File: src/rtl/eth_pkg.sv
// Shared constants and framer state encoding for the Ethernet TX path.
package eth_pkg;

    localparam logic [7:0]  PREAMBLE_BYTE = 8'h55;
    localparam logic [7:0]  SFD_BYTE      = 8'hD5;
    localparam logic [15:0] ETH_TYPE_ARP  = 16'h0806;

    localparam int PREAMBLE_LEN = 8;
    localparam int HDR_LEN      = 14;
    localparam int FCS_LEN      = 4;

    localparam logic [31:0] CRC_POLY = 32'hEDB88320;
    localparam logic [31:0] CRC_INIT = 32'hFFFFFFFF;

    // Shared byte counter must hold the longest state (1500-byte payload).
    localparam int CNT_W = 11;

    typedef enum logic [2:0] {
        S_IDLE     = 3'd0,
        S_PREAMBLE = 3'd1,
        S_HEADER   = 3'd2,
        S_PAYLOAD  = 3'd3,
        S_FCS      = 3'd4,
        S_IFG      = 3'd5
    } eth_state_e;

endpackage

File: src/rtl/eth_crc32_d8.sv
// Combinational CRC-32 (IEEE 802.3, reflected) next-state function, one byte per call.
module eth_crc32_d8
    import eth_pkg::*;
(
    input  logic [31:0] crc_in,
    input  logic [7:0]  data_in,
    output logic [31:0] crc_out
);

    logic [31:0] crc_work;

    always_comb begin
        crc_work = crc_in ^ {24'h000000, data_in};
        for (int i = 0; i < 8; i++) begin
            crc_work = crc_work[0] ? ((crc_work >> 1) ^ CRC_POLY) : (crc_work >> 1);
        end
        crc_out = crc_work;
    end

endmodule

File: src/rtl/eth_tx_framer.sv
// GMII TX framer: preamble/SFD, MAC header, time-aligned payload, optional FCS, inter-frame gap.
// Define ETH_FCS_EN to build the CRC-32 and emit the FCS; otherwise PAYLOAD goes straight to IFG.
module eth_tx_framer
    import eth_pkg::*;
#(
    parameter int PLD_LEN = 46,
    parameter int PLD_LAT = 2,
    parameter int IFG_LEN = 12
) (
    input  logic        clk,
    input  logic        rst,
    input  logic        tx_req,
    input  logic        tx_is_ack,
    input  logic [47:0] dst_mac,
    input  logic [47:0] src_mac,
    input  logic [15:0] eth_type,
    output logic        pld_trig,
    output logic        pld_ack,
    input  logic [7:0]  pld_data,
    output logic [7:0]  gmii_txd,
    output logic        gmii_tx_en,
    output logic        tx_busy,
    output logic        tx_done,
    output eth_state_e  dbg_state
);

    // pld_trig is issued at this frame byte position so the source's first byte
    // is sampled into the output register right after the last header byte.
    localparam int TRIG_POS = PREAMBLE_LEN + HDR_LEN - PLD_LAT;
    localparam eth_state_e TRIG_STATE = (TRIG_POS < PREAMBLE_LEN) ? S_PREAMBLE : S_HEADER;
    localparam logic [CNT_W-1:0] TRIG_CNT = (TRIG_POS < PREAMBLE_LEN) ?
                                             CNT_W'(TRIG_POS) : CNT_W'(TRIG_POS - PREAMBLE_LEN);

    localparam logic [CNT_W-1:0] PRE_LAST = CNT_W'(PREAMBLE_LEN - 1);
    localparam logic [CNT_W-1:0] HDR_LAST = CNT_W'(HDR_LEN - 1);
    localparam logic [CNT_W-1:0] PLD_LAST = CNT_W'(PLD_LEN - 1);
    localparam logic [CNT_W-1:0] IFG_LAST = CNT_W'(IFG_LEN - 1);

    eth_state_e           state_q, state_d;
    logic [CNT_W-1:0]     cnt_q, cnt_d;
    logic [8*HDR_LEN-1:0] hdr_q, hdr_d;
    logic                 pld_ack_q, pld_ack_d;
    logic                 pld_trig_q, pld_trig_d;
    logic [7:0]           txd_q, txd_d;
    logic                 tx_en_q, tx_en_d;
    logic                 tx_busy_q, tx_busy_d;
    logic                 tx_done_q, tx_done_d;
    logic                 accept;

    // Request handshake: tx_req is a one-cycle strobe taken only when the
    // framer is idle and tx_busy is low; anything else is dropped, never queued.
    assign accept = tx_req && (state_q == S_IDLE) && !tx_busy_q;

`ifdef ETH_FCS_EN
    localparam logic [CNT_W-1:0] FCS_LAST = CNT_W'(FCS_LEN - 1);

    logic [31:0] crc_q, crc_d, crc_upd;
    logic [7:0]  fcs_byte;

    eth_crc32_d8 u_crc (
        .crc_in  (crc_q),
        .data_in (txd_d),
        .crc_out (crc_upd)
    );

    always_comb begin
        crc_d = crc_q;
        if (accept) begin
            crc_d = CRC_INIT;
        end else if (state_q == S_HEADER || state_q == S_PAYLOAD) begin
            crc_d = crc_upd;
        end
    end

    always_ff @(posedge clk) begin
        if (rst) begin
            crc_q <= CRC_INIT;
        end else begin
            crc_q <= crc_d;
        end
    end

    // FCS goes out least-significant byte first, complemented.
    assign fcs_byte = ~crc_q[{cnt_q[1:0], 3'b000} +: 8];
`endif

    always_comb begin
        state_d    = state_q;
        cnt_d      = cnt_q + 1'b1;
        hdr_d      = hdr_q;
        pld_ack_d  = pld_ack_q;
        txd_d      = 8'h00;
        tx_en_d    = 1'b0;
        tx_busy_d  = (state_q != S_IDLE);
        tx_done_d  = 1'b0;
        pld_trig_d = (state_q == TRIG_STATE) && (cnt_q == TRIG_CNT);

        case (state_q)
            S_IDLE: begin
                cnt_d = '0;
                if (accept) begin
                    state_d   = S_PREAMBLE;
                    hdr_d     = {dst_mac, src_mac, eth_type};
                    pld_ack_d = tx_is_ack;
                end
            end
            S_PREAMBLE: begin
                tx_en_d = 1'b1;
                txd_d   = (cnt_q == PRE_LAST) ? SFD_BYTE : PREAMBLE_BYTE;
                if (cnt_q == PRE_LAST) begin
                    state_d = S_HEADER;
                    cnt_d   = '0;
                end
            end
            S_HEADER: begin
                tx_en_d = 1'b1;
                txd_d   = hdr_q[8*HDR_LEN-1 -: 8];
                hdr_d   = {hdr_q[8*HDR_LEN-9:0], 8'h00};
                if (cnt_q == HDR_LAST) begin
                    state_d = S_PAYLOAD;
                    cnt_d   = '0;
                end
            end
            S_PAYLOAD: begin
                tx_en_d = 1'b1;
                txd_d   = pld_data;
                if (cnt_q == PLD_LAST) begin
`ifdef ETH_FCS_EN
                    state_d = S_FCS;
`else
                    state_d = S_IFG;
`endif
                    cnt_d   = '0;
                end
            end
`ifdef ETH_FCS_EN
            S_FCS: begin
                tx_en_d = 1'b1;
                txd_d   = fcs_byte;
                if (cnt_q == FCS_LAST) begin
                    state_d = S_IFG;
                    cnt_d   = '0;
                end
            end
`endif
            S_IFG: begin
                if (cnt_q == IFG_LAST) begin
                    tx_done_d = 1'b1;
                    state_d   = S_IDLE;
                    cnt_d     = '0;
                end
            end
            default: begin
                state_d = S_IDLE;
                cnt_d   = '0;
            end
        endcase
    end

    always_ff @(posedge clk) begin
        if (rst) begin
            state_q    <= S_IDLE;
            cnt_q      <= '0;
            hdr_q      <= '0;
            pld_ack_q  <= 1'b0;
            pld_trig_q <= 1'b0;
            txd_q      <= 8'h00;
            tx_en_q    <= 1'b0;
            tx_busy_q  <= 1'b0;
            tx_done_q  <= 1'b0;
        end else begin
            state_q    <= state_d;
            cnt_q      <= cnt_d;
            hdr_q      <= hdr_d;
            pld_ack_q  <= pld_ack_d;
            pld_trig_q <= pld_trig_d;
            txd_q      <= txd_d;
            tx_en_q    <= tx_en_d;
            tx_busy_q  <= tx_busy_d;
            tx_done_q  <= tx_done_d;
        end
    end

    assign pld_trig   = pld_trig_q;
    assign pld_ack    = pld_ack_q;
    assign gmii_txd   = txd_q;
    assign gmii_tx_en = tx_en_q;
    assign tx_busy    = tx_busy_q;
    assign tx_done    = tx_done_q;
    assign dbg_state  = state_q;

endmodule

File: config.mk
export PLATFORM = sky130hd
export DESIGN_NAME = eth_tx_framer
export DESIGN_NICKNAME = d
export VERILOG_FILES = /design/src/rtl/eth_pkg.sv /design/src/rtl/eth_crc32_d8.sv /design/src/rtl/eth_tx_framer.sv
export SDC_FILE = /design/constraint.sdc
export NUM_CORES = 1
export LEC_CHECK = 0
export BUFFER_PORTS_ARGS = -buffer_cell sky130_fd_sc_hd__buf_4
export CAP_MARGIN = 10
export CORE_AREA = 2 2 130 132
export DETAILED_ROUTE_END_ITERATION = 10
export DIE_AREA = 0 0 132 134
export PLACE_DENSITY = 0.64
export SETUP_SLACK_MARGIN = 0.02
export SYNTH_ARGS = -nofsm -noshare
export SYNTH_HDL_FRONTEND = slang
export SYNTH_HIERARCHICAL = 1
export SYNTH_SLANG_ARGS = --single-unit
File: constraint.sdc
create_clock -name clk -period 2.3 [get_ports clk]
set_input_delay 0.115 -clock clk [delete_from_list [all_inputs] [get_ports clk]]
set_output_delay 0.115 -clock clk [all_outputs]
set_load 0.1 [all_outputs]
==> flow_summary.toml, run 1 <==
[clocking]
cts_setup_buffers = 0
clkLatencyLatePin_ns = 0.42
ctsResizeCount = 0
root_buffer = "clkbuf_16"
cts_sinks = 139
htree_levels = 4
clk_path_buf_depth = 2
cts_tree = "done"
clkSlewWorstSetupHoldPaths_ns = 0.06
cts_buffers = 17

[cells_and_area]
final_core_util = 0.570
syn_to_final_growth_pct = 45.3
final_net_count = 1094
layout-drive-gt1-share = 0.265
n_antenna_cell = 0

[synthesis]
yosysSeqAreaShare = 0.436
synth-xor-area-share = 0.0137
synth_fa_ha_area_frac = 0.00784
synth-simple-area-share = 0.249
synth_warnings = 6
syn_avg_cell_area_um2 = 8.50
postSynth.asyncResetShare = 0
synth_edf_count = 0
netlist.area_leader.share = 0.436
yosys.area.top_type = "dfxtp_1"
yosysMostFrequentCell = "nand2_1"
synth_top_family_by_area = "simple AND/OR/NAND/NOR gates"
synth_cell_types = 42
synth-seq-cells = 139
synth_compound_area_frac = 0.227
synth_common_cells = "nand2_1 (234), dfxtp_1 (139), nor2_1 (109)"
synthTopCellsByArea = "dfxtp_1 (44%), a311oi_2 (14%), nand2_1 (14%)"
syn-instance-count = 751
synth.net_count = 879
synthMuxAreaShare = 0.00784
ys.flop_type = "dfxtp_1"
syn_area_um2 = 6380

[floorplanning]
die_w_um = 132
fp.dieArea_um2 = 17700
rows = 47
start_util = 0.392
die_h_um = 134
core_area_um2 = 16300
pin_count = 140

[sta]
post-route-period-util = 0.834
worst_pin_slew_ns = 0.472
maxSlewHeadroom = 0.685
finalSetupViolCount = 0
worst_clock_skew_ns = 0.00736
fmax_ghz = 0.521
period_needed_ns = 1.92
tns_ns = 0
slew_viol_final = 0
rsz0062_at_grt = "false"
whs_ns = 0.00944
hold_viol_final = 0

[worst_setup_path]
cp_max_fo = 12
worst_setup_path_start_kind = "flop"
critPathArrivalTime_ns = 2.26
worst-endpoint-required_ns = 2.65
path_class = "reg -> reg"
end_kind = "flop"
rrSetupSlack_ns = 0.38

[place]
place.gp.congestion = 0.822
dp_hpwl_mm = 11.0
io_buffer_count = 139

[detailed_routing]
num_vias = 6117
first_pass_iters = 6
drc_errors = 0
ant_nets = 0
drt-total-wl_mm = 18.0
dr.first_iter.drc_count = 454
routedWlPerCell_um = 15.1
viasPerCell = 5.11

[pwr]
powerDensity_nw_per_um2 = 690
p_leak_nw = 3.82
worst_ir_drop_vdd_mv = 0.622

[global_routing]
grt_usage = 0.209
grt_overflow = 0
antenna_found_initial = 0
grt_pass1_wl_mm = 29.9
first_global_vias = 6040
grt_max_degree = 76

[worst_hold_path]
hold_class = "in -> reg"

[job]
cap_violations = 0

[run_status]
outcome = "finished, final reports clean"
==> metal layers <==
metal  vias to the layer above  wire length [um]  track usage
met5                         -                 0            0
met4                         0               299       0.0682
met3                        23               835       0.0385
met2                       189              8520        0.346
met1                      2865              8360        0.276
li1                       3040                 -            -
==> where the power goes <==
part,leakage [nW],internal (mW),switching [mW]
Combinational,2.38,0.467,0.457
Sequential,1.14,2.56,0.0848
Clock,0.301,1.83,1.00
Total,3.82,4.85,1.55
==> registers in the layout, summed over array words and instances, names as in the netlist <==
signal / flops
cnt_q: 11
dbg_state: 3
gmii_tx_en: 1
gmii_txd: 8
hdr_q: 112
pld_ack: 1
pld_trig: 1
tx_busy: 1
tx_done: 1
==> worst paths after layout <==
kind | from | endpoint | cells after the start
hold reg to reg | hdr_q[108] | gmii_txd[4] | 2
hold / removal | src_mac[5] | hdr_q[21] | 3
setup / recovery | cnt_q[0] | dbg_state[0] | 6
setup reg to reg | cnt_q[0] | dbg_state[0] | 6
==> worst max-delay path, cell delays in order, from the launching register on <==
cell and delay [ns]:
dfxtp_1 0.48, ha_1 0.23, nor4bb_1 0.41, o211ai_1 0.20, a2bb2oi_2 0.15, buf_4 0.19
mux2i_1 0.19
==> layout by cell type (no fill, tap or decap), types with 2 or more instances in the layout <==
cell | netlist | layout
clkbuf_8 | 0 | 5
clkbuf_16 | 0 | 17
inv_1 | 4 | 4
nand2_1 | 234 | 233
buf_12 | 0 | 8
ha_1 | 4 | 4
bufinv_16 | 0 | 3
clkinv_2 | 0 | 3
nor3b_1 | 2 | 2
o21ai_0 | 4 | 4
nor2_1 | 109 | 109
nand3_1 | 6 | 6
nand4_1 | 4 | 4
a31oi_1 | 2 | 2
nor2b_1 | 2 | 2
a311oi_2 | 61 | 61
buf_4 | 3 | 153
dfxtp_1 | 139 | 138
a311oi_1 | 43 | 43
dlygate4sd3_1 | 0 | 105
nor3_1 | 15 | 15
mux2i_1 | 5 | 5
nand2b_1 | 3 | 3
and3_1 | 2 | 2
a21oi_1 | 14 | 14
xor2_1 | 9 | 9
==> through the flow <==
stage / power [mW] / setup slack (ns) / instances / area, um^2
2_1_floorplan: 3.17 / 0.0342 / 751 / 6390
3_3_place_gp: 3.46 / 0.503 / 1062 / 7620
5_1_grt: 6.63 / 0.251 / 1197 / 9280
3_5_place_dp: 3.47 / 0.467 / 1062 / 7620
4_1_cts: 6.45 / 0.395 / 1197 / 9280
6_report: 6.40 / 0.382 / 1197 / 9280
==> cell families after synthesis <==
kind of cell / after synthesis
simple gates: 389
flops: 139
compound gates: 130
buf+inv: 74
xor+xnor: 10
mux: 5
fa+ha+maj: 4
==> layout make-up <==
| type | instances | area [um^2] |
|---|---|---|
| clock inverters | 7 | 113 |
| fillers | 1437 | 7010 |
| clock buffers | 23 | 498 |
| flip-flops and latches | 139 | 2780 |
| repair buffers | 266 | 2360 |
| multi-input cells | 538 | 3240 |
| inverters | 4 | 15.0 |
| well taps | 220 | 275 |
==> what timing repair did <==
action                                  in CTS  in global routing
endpoints found under the setup margin       0                  0
hold buffers                               105                  0
hold endpoints to repair                   105                  0
Power figures use the tool's default switching activity.
==> run 2, diff against run 1 <==
==> constraint.sdc (replaced) <==
create_clock -name clk -period 1.8 [get_ports clk]
set_input_delay 0.09 -clock clk [delete_from_list [all_inputs] [get_ports clk]]
set_output_delay 0.09 -clock clk [all_outputs]
set_load 0.1 [all_outputs]
==> run 2 against run 1 <==
Against the previous run: worst setup slack got worse by 0.27 ns; combinational power rose by 33%; clock power rose by 32%; via count fell by 0.90%; sequential power rose by 28%; critical path type unchanged.
==> flow_summary.toml, run 2 (synthesis gave the netlist of run 1 again) <==
[sta]
rsz0062_at_grt = "true"
slew_viol_final = 0
period_needed_ns = 1.69
worst_pin_slew_ns = 0.441
finalSetupViolCount = 0
worst_clock_skew_ns = 0.00578
maxSlewHeadroom = 0.706
tns_ns = 0
post-route-period-util = 0.937
hold_viol_final = 0
fmax_ghz = 0.593

[worst_setup_path]
critical-path-max-stage-delay_ns = 0.32
path_class = "reg -> reg"
cp_cell_sequence = "buf_4 > ha_1 > and4b_1 > o211ai_1 > a2bb2oi_4 > buf_4 > nor3_1"
cp_max_fo = 6
timing.rr.start = "cnt_q[1]"
cp-startpoint = "cnt_q[1]"
critPathArrivalTime_ns = 2.02
r2r_end = "cnt_q[5]"
endpoint = "cnt_q[5]"
slowest_stage = "dfxtp_1"
worst_setup_path_start_kind = "flop"
path_common_cell = "buf_4"
rrSetupSlack_ns = 0.11
worst-endpoint-required_ns = 2.13
ff2ff_path_depth = 7
end_kind = "flop"

[global_routing]
grt_pass1_wl_mm = 30.1
grt_usage = 0.210
first_global_vias = 5993
grt_overflow = 0
antenna_found_initial = 0
grt_max_degree = 56

[detailed_routing]
num_vias = 6062
routedWlPerCell_um = 14.9
dr.first_iter.drc_count = 381
first_pass_iters = 5
drt-total-wl_mm = 18.3
ant_nets = 0
drc_errors = 0
viasPerCell = 4.96

[cells_and_area]
layout-drive-gt1-share = 0.278
mostFrequentLayoutCell = "nand2_1"
top_register = "hdr_q"
final_net_count = 1117
n_antenna_cell = 0
layout_common_cells = "nand2_1 (233), buf_4 (156), dfxtp_1 (134)"
fin_area_um2 = 9660
largest_reg_flops = 112
syn_to_final_growth_pct = 51.3

[floorplanning]
die_w_um = 132
start_util = 0.392
rows = 47
core_area_um2 = 16300
fp.dieArea_um2 = 17700
pin_count = 140
die_h_um = 134

[clocking]
cts_sinks = 139
root_buffer = "clkbuf_16"
cts_buffers = 17
clkSlewWorstSetupHoldPaths_ns = 0.06
clkLatencyLatePin_ns = 0.41
clk_path_buf_depth = 2
htree_levels = 4
cts_tree = "done"

[place]
place.gp.congestion = 0.782
post_dp_cell_area_um2 = 7780
dp_hpwl_mm = 11.2
io_buffer_count = 139

[pwr]
worst_ir_drop_vdd_mv = 0.684
p_leak_nw = 3.99
powerDensity_nw_per_um2 = 866

[job]
cap_violations = 0

[run_status]
outcome = "finished, final reports clean"

[worst_hold_path]
hold_class = "in -> reg"
==> run 2: changes by cell type in the layout (fill, tap and decap cells not counted), moves of 3 or more <==
cell,previous run,this run
dlygate4sd3_1,105,118
dfxtp_1,138,134
buf_4,153,156
dfxtp_4,0,3
buf_12,8,15
clkbuf_8,5,1
==> run 2: area by class of cell <==
cell class | count | area (um^2)
clock buffers | 20 | 468
clock inverters | 11 | 165
repair buffers | 289 | 2650
fillers | 1384 | 6630
well taps | 220 | 275
multi-input cells | 538 | 3290
flip-flops and latches | 139 | 2800
inverters | 4 | 15.0
==> run 2: power by group <==
group / switching [mW] / leakage (nW) / internal [mW]
clock network: 1.33 / 0.311 / 2.43
registers: 0.114 / 1.14 / 3.26
logic: 0.590 / 2.53 / 0.644
==> run 2: critical path, delay by kind of cell (launching register included) <==
family          cells  cell delay (ns)
compound gates      2             0.42
simple gates        2             0.35
flops               1             0.32
buf+inv             2             0.32
fa+ha+maj           1             0.19
==> run 2: metrics by stage <==
stage | setup slack (ns) | util | hold slack [ns] | cells | total power, mW
floorplan | 0.0238 | - | 0.226 | 751 | 4.05
global placement | 0.130 | 0.478 | 0.343 | 1071 | 4.44
detailed placement | 0.0477 | 0.478 | 0.348 | 1071 | 4.45
CTS | 0.0257 | 0.588 | 0.000183 | 1218 | 8.40
global route | 0.00850 | 0.593 | 0.000578 | 1221 | 8.70
finish | 0.113 | 0.593 | 0.0222 | 1221 | 8.37
==> run 2: repair_timing <==
action / in CTS / in global routing
hold buffers: 116 / 2
buffers inserted: 0 / 1
hold endpoints to repair: 116 / 2
endpoints found under the setup margin: 0 / 12
gates resized for setup: 0 / 8
==> run 2: routing by layer <==
| metal | up-vias | routed length [um] | GRT usage |
|---|---|---|---|
| li1 | 3079 | - | - |
| met5 | - | 0 | 0 |
| met2 | 191 | 8650 | 0.346 |
| met4 | 0 | 262 | 0.0610 |
| met3 | 28 | 925 | 0.0503 |
| met1 | 2764 | 8420 | 0.275 |
==> run 2: worst min-delay path by stage <==
stage,slack [ns],endpoint,start,depth (start not counted)
after floorplan,0.23,hdr_q[0],eth_type[0],2
after global placement,0.34,hdr_q[0],eth_type[0],3
after detailed placement,0.35,hdr_q[0],eth_type[0],3
after CTS,0.0002,hdr_q[70],dst_mac[6],3
after global routing,0.0006,hdr_q[63],src_mac[47],3
final,0.02,hdr_q[63],src_mac[47],3
==> run 3, diff against run 2 <==
--- a/config.mk
+++ b/config.mk
@@ -5,12 +5,12 @@
 export SDC_FILE = /design/constraint.sdc
 export NUM_CORES = 1
 export LEC_CHECK = 0
-export BUFFER_PORTS_ARGS = -buffer_cell sky130_fd_sc_hd__buf_4
 export CAP_MARGIN = 10
 export CORE_AREA = 2 2 130 132
 export DETAILED_ROUTE_END_ITERATION = 10
 export DIE_AREA = 0 0 132 134
-export PLACE_DENSITY = 0.64
+export DONT_BUFFER_PORTS = 1
+export PLACE_DENSITY = 0.57
 export SETUP_SLACK_MARGIN = 0.02
 export SYNTH_ARGS = -nofsm -noshare
 export SYNTH_HDL_FRONTEND = slang
==> run 3 against run 2 <==
Against the previous run: the run now ends with hold timing left; design area is 21% lower; non-clock buffer count down 230; combinational power down 40%; worst setup slack better by 0.0040 ns; hold slack worse by 0.26 ns; clock skew rose by 0.00099 ns; wire length shrank 12%; flip-flop and latch count is the same.
==> flow_summary.toml, run 3 (synthesis gave the netlist of run 1 again) <==
[run_status]
outcome = "finished, violations left"
violations = "hold timing"

[sta]
finalWorstSetupSlack_ns = 0.117
rsz0062_at_grt = "false"
finalSetupViolCount = 0
post-route-period-util = 0.935
fmax_ghz = 0.594
period_needed_ns = 1.68
tns_ns = 0
maxSlewHeadroom = 0.760
slew_viol_final = 0
hold_viol_final = 118
worst_pin_slew_ns = 0.357
worst_clock_skew_ns = 0.00677
whs_ns = -0.242

[floorplanning]
rows = 47
pin_count = 140
fp.dieArea_um2 = 17700
die_w_um = 132
die_h_um = 134
start_util = 0.392
core_area_um2 = 16300

[worst_setup_path]
worst_setup_path_start_kind = "flop"
end_kind = "flop"
timing.rr.start = "cnt_q[0]"
critPathArrivalTime_ns = 1.99
ff2ff_path_depth = 6
path_class = "reg -> reg"
cp_max_fo = 11
r2r_end = "cnt_q[9]"
rrSetupSlack_ns = 0.12
worst-endpoint-required_ns = 2.10

[detailed_routing]
dr.first_iter.drc_count = 388
first_pass_iters = 5
num_vias = 5227
routedWlPerCell_um = 16.2
drc_errors = 0
viasPerCell = 5.27
drt-total-wl_mm = 16.0
ant_nets = 0

[place]
post_dp_cell_area_um2 = 6720
io_buffer_count = 0
place_inst = 937
dp_hpwl_mm = 10.5
place.gp.congestion = 0.815
dp_worst_setup_slack_ns = 0.0526

[global_routing]
use_met1 = 0.253
busiest_layer = "met2"
grt_overflow = 0
use_met2 = 0.271
grt_usage = 0.183
antenna_found_initial = 0
met3_usage = 0.0552
first_global_vias = 4990
grt_pass1_wl_mm = 26.1
grt_max_degree = 126

[cells_and_area]
fillCellCount = 1608
final_net_count = 887
largest_reg_flops = 112
layout_common_cells = "nand2_1 (233), dfxtp_1 (134), nor2_1 (109)"
regArea_um2 = 2800
n_antenna_cell = 0
multiInputGateArea_um2 = 3250
layout-drive-gt1-share = 0.184
stdcell_count = 991
syn_to_final_growth_pct = 19.2
mostFrequentLayoutCell = "nand2_1"
top_register = "hdr_q"
fin_area_um2 = 7610

[pwr]
worst_ir_drop_vdd_mv = 0.680
p_leak_nw = 2.93
powerDensity_nw_per_um2 = 1050

[clocking]
root_buffer = "clkbuf_16"
cts_buffers = 17
cts_tree = "done"
htree_levels = 4
cts_sinks = 139
clkLatencyLatePin_ns = 0.42
hold_buffers = 23
clkSlewWorstSetupHoldPaths_ns = 0.06
clk_path_buf_depth = 2

[worst_hold_path]
worstHoldEndpoint = "tx_done"
hold_class = "in -> reg"
hold_depth = 1
min_from = "rst"

[job]
cap_violations = 0
-- run 3: power by group --
group | internal (mW) | switching, mW
sequential | 3.26 | 0.115
clock | 2.52 | 1.34
combinational | 0.308 | 0.427
total | 6.09 | 1.89
-- run 3: repair_timing --
action                                 CTS  global route
endpoints found under the hold margin  137           118
resized for setup                        0             4
setup endpoints to repair                0            12
setup buffers                            0             1
-- run 3: worst max path at each step --
stage | slack (ns) | startpoint | cells past startpoint | end
4_1_cts | 0.04 | cnt_q[1] | 7 | tx_done
3_3_place_gp | 0.14 | cnt_q[0] | 6 | cnt_q[3]
3_5_place_dp | 0.05 | cnt_q[0] | 6 | cnt_q[9]
6_report | 0.12 | cnt_q[0] | 6 | cnt_q[9]
5_1_grt | 0.03 | cnt_q[0] | 6 | cnt_q[9]
2_1_floorplan | 0.02 | dbg_state[1] | 7 | hdr_q[69]
-- run 3: through the flow --
| stage | util | total power, mW |
|---|---|---|
| after detailed placement | 0.412 | 4.15 |
| after CTS | 0.466 | 8.05 |
| final | 0.467 | 7.97 |
| after global placement | 0.412 | 4.13 |
| after floorplan | - | 4.05 |
| after global routing | 0.467 | 8.28 |
-- run 3: cell type report --
cell class / instances / area share
Sequential cell: 139 / 0.367
Clock inverter: 12 / 0.0255
Clock buffer: 19 / 0.0595
Inverter: 4 / 0.00197
Tap cell: 220 / 0.0362
Multi-Input combinational cell: 538 / 0.427
Timing Repair Buffer: 59 / 0.0824
-- run 3: worst max-delay path, stage by stage (launching register included) --
cell and delay, ns:
dfxtp_1 0.39, ha_1 0.20, nor4bb_2 0.33, o211ai_1 0.18, a2bb2oi_2 0.20, buf_4 0.20, nor3_1 0.07
-- run 3: metal layers --
metal,up-vias,part of all wire
li1,2625,-
met1,2438,0.48
met2,144,0.44
met3,20,0.060
met4,0,0.016
met5,-,0
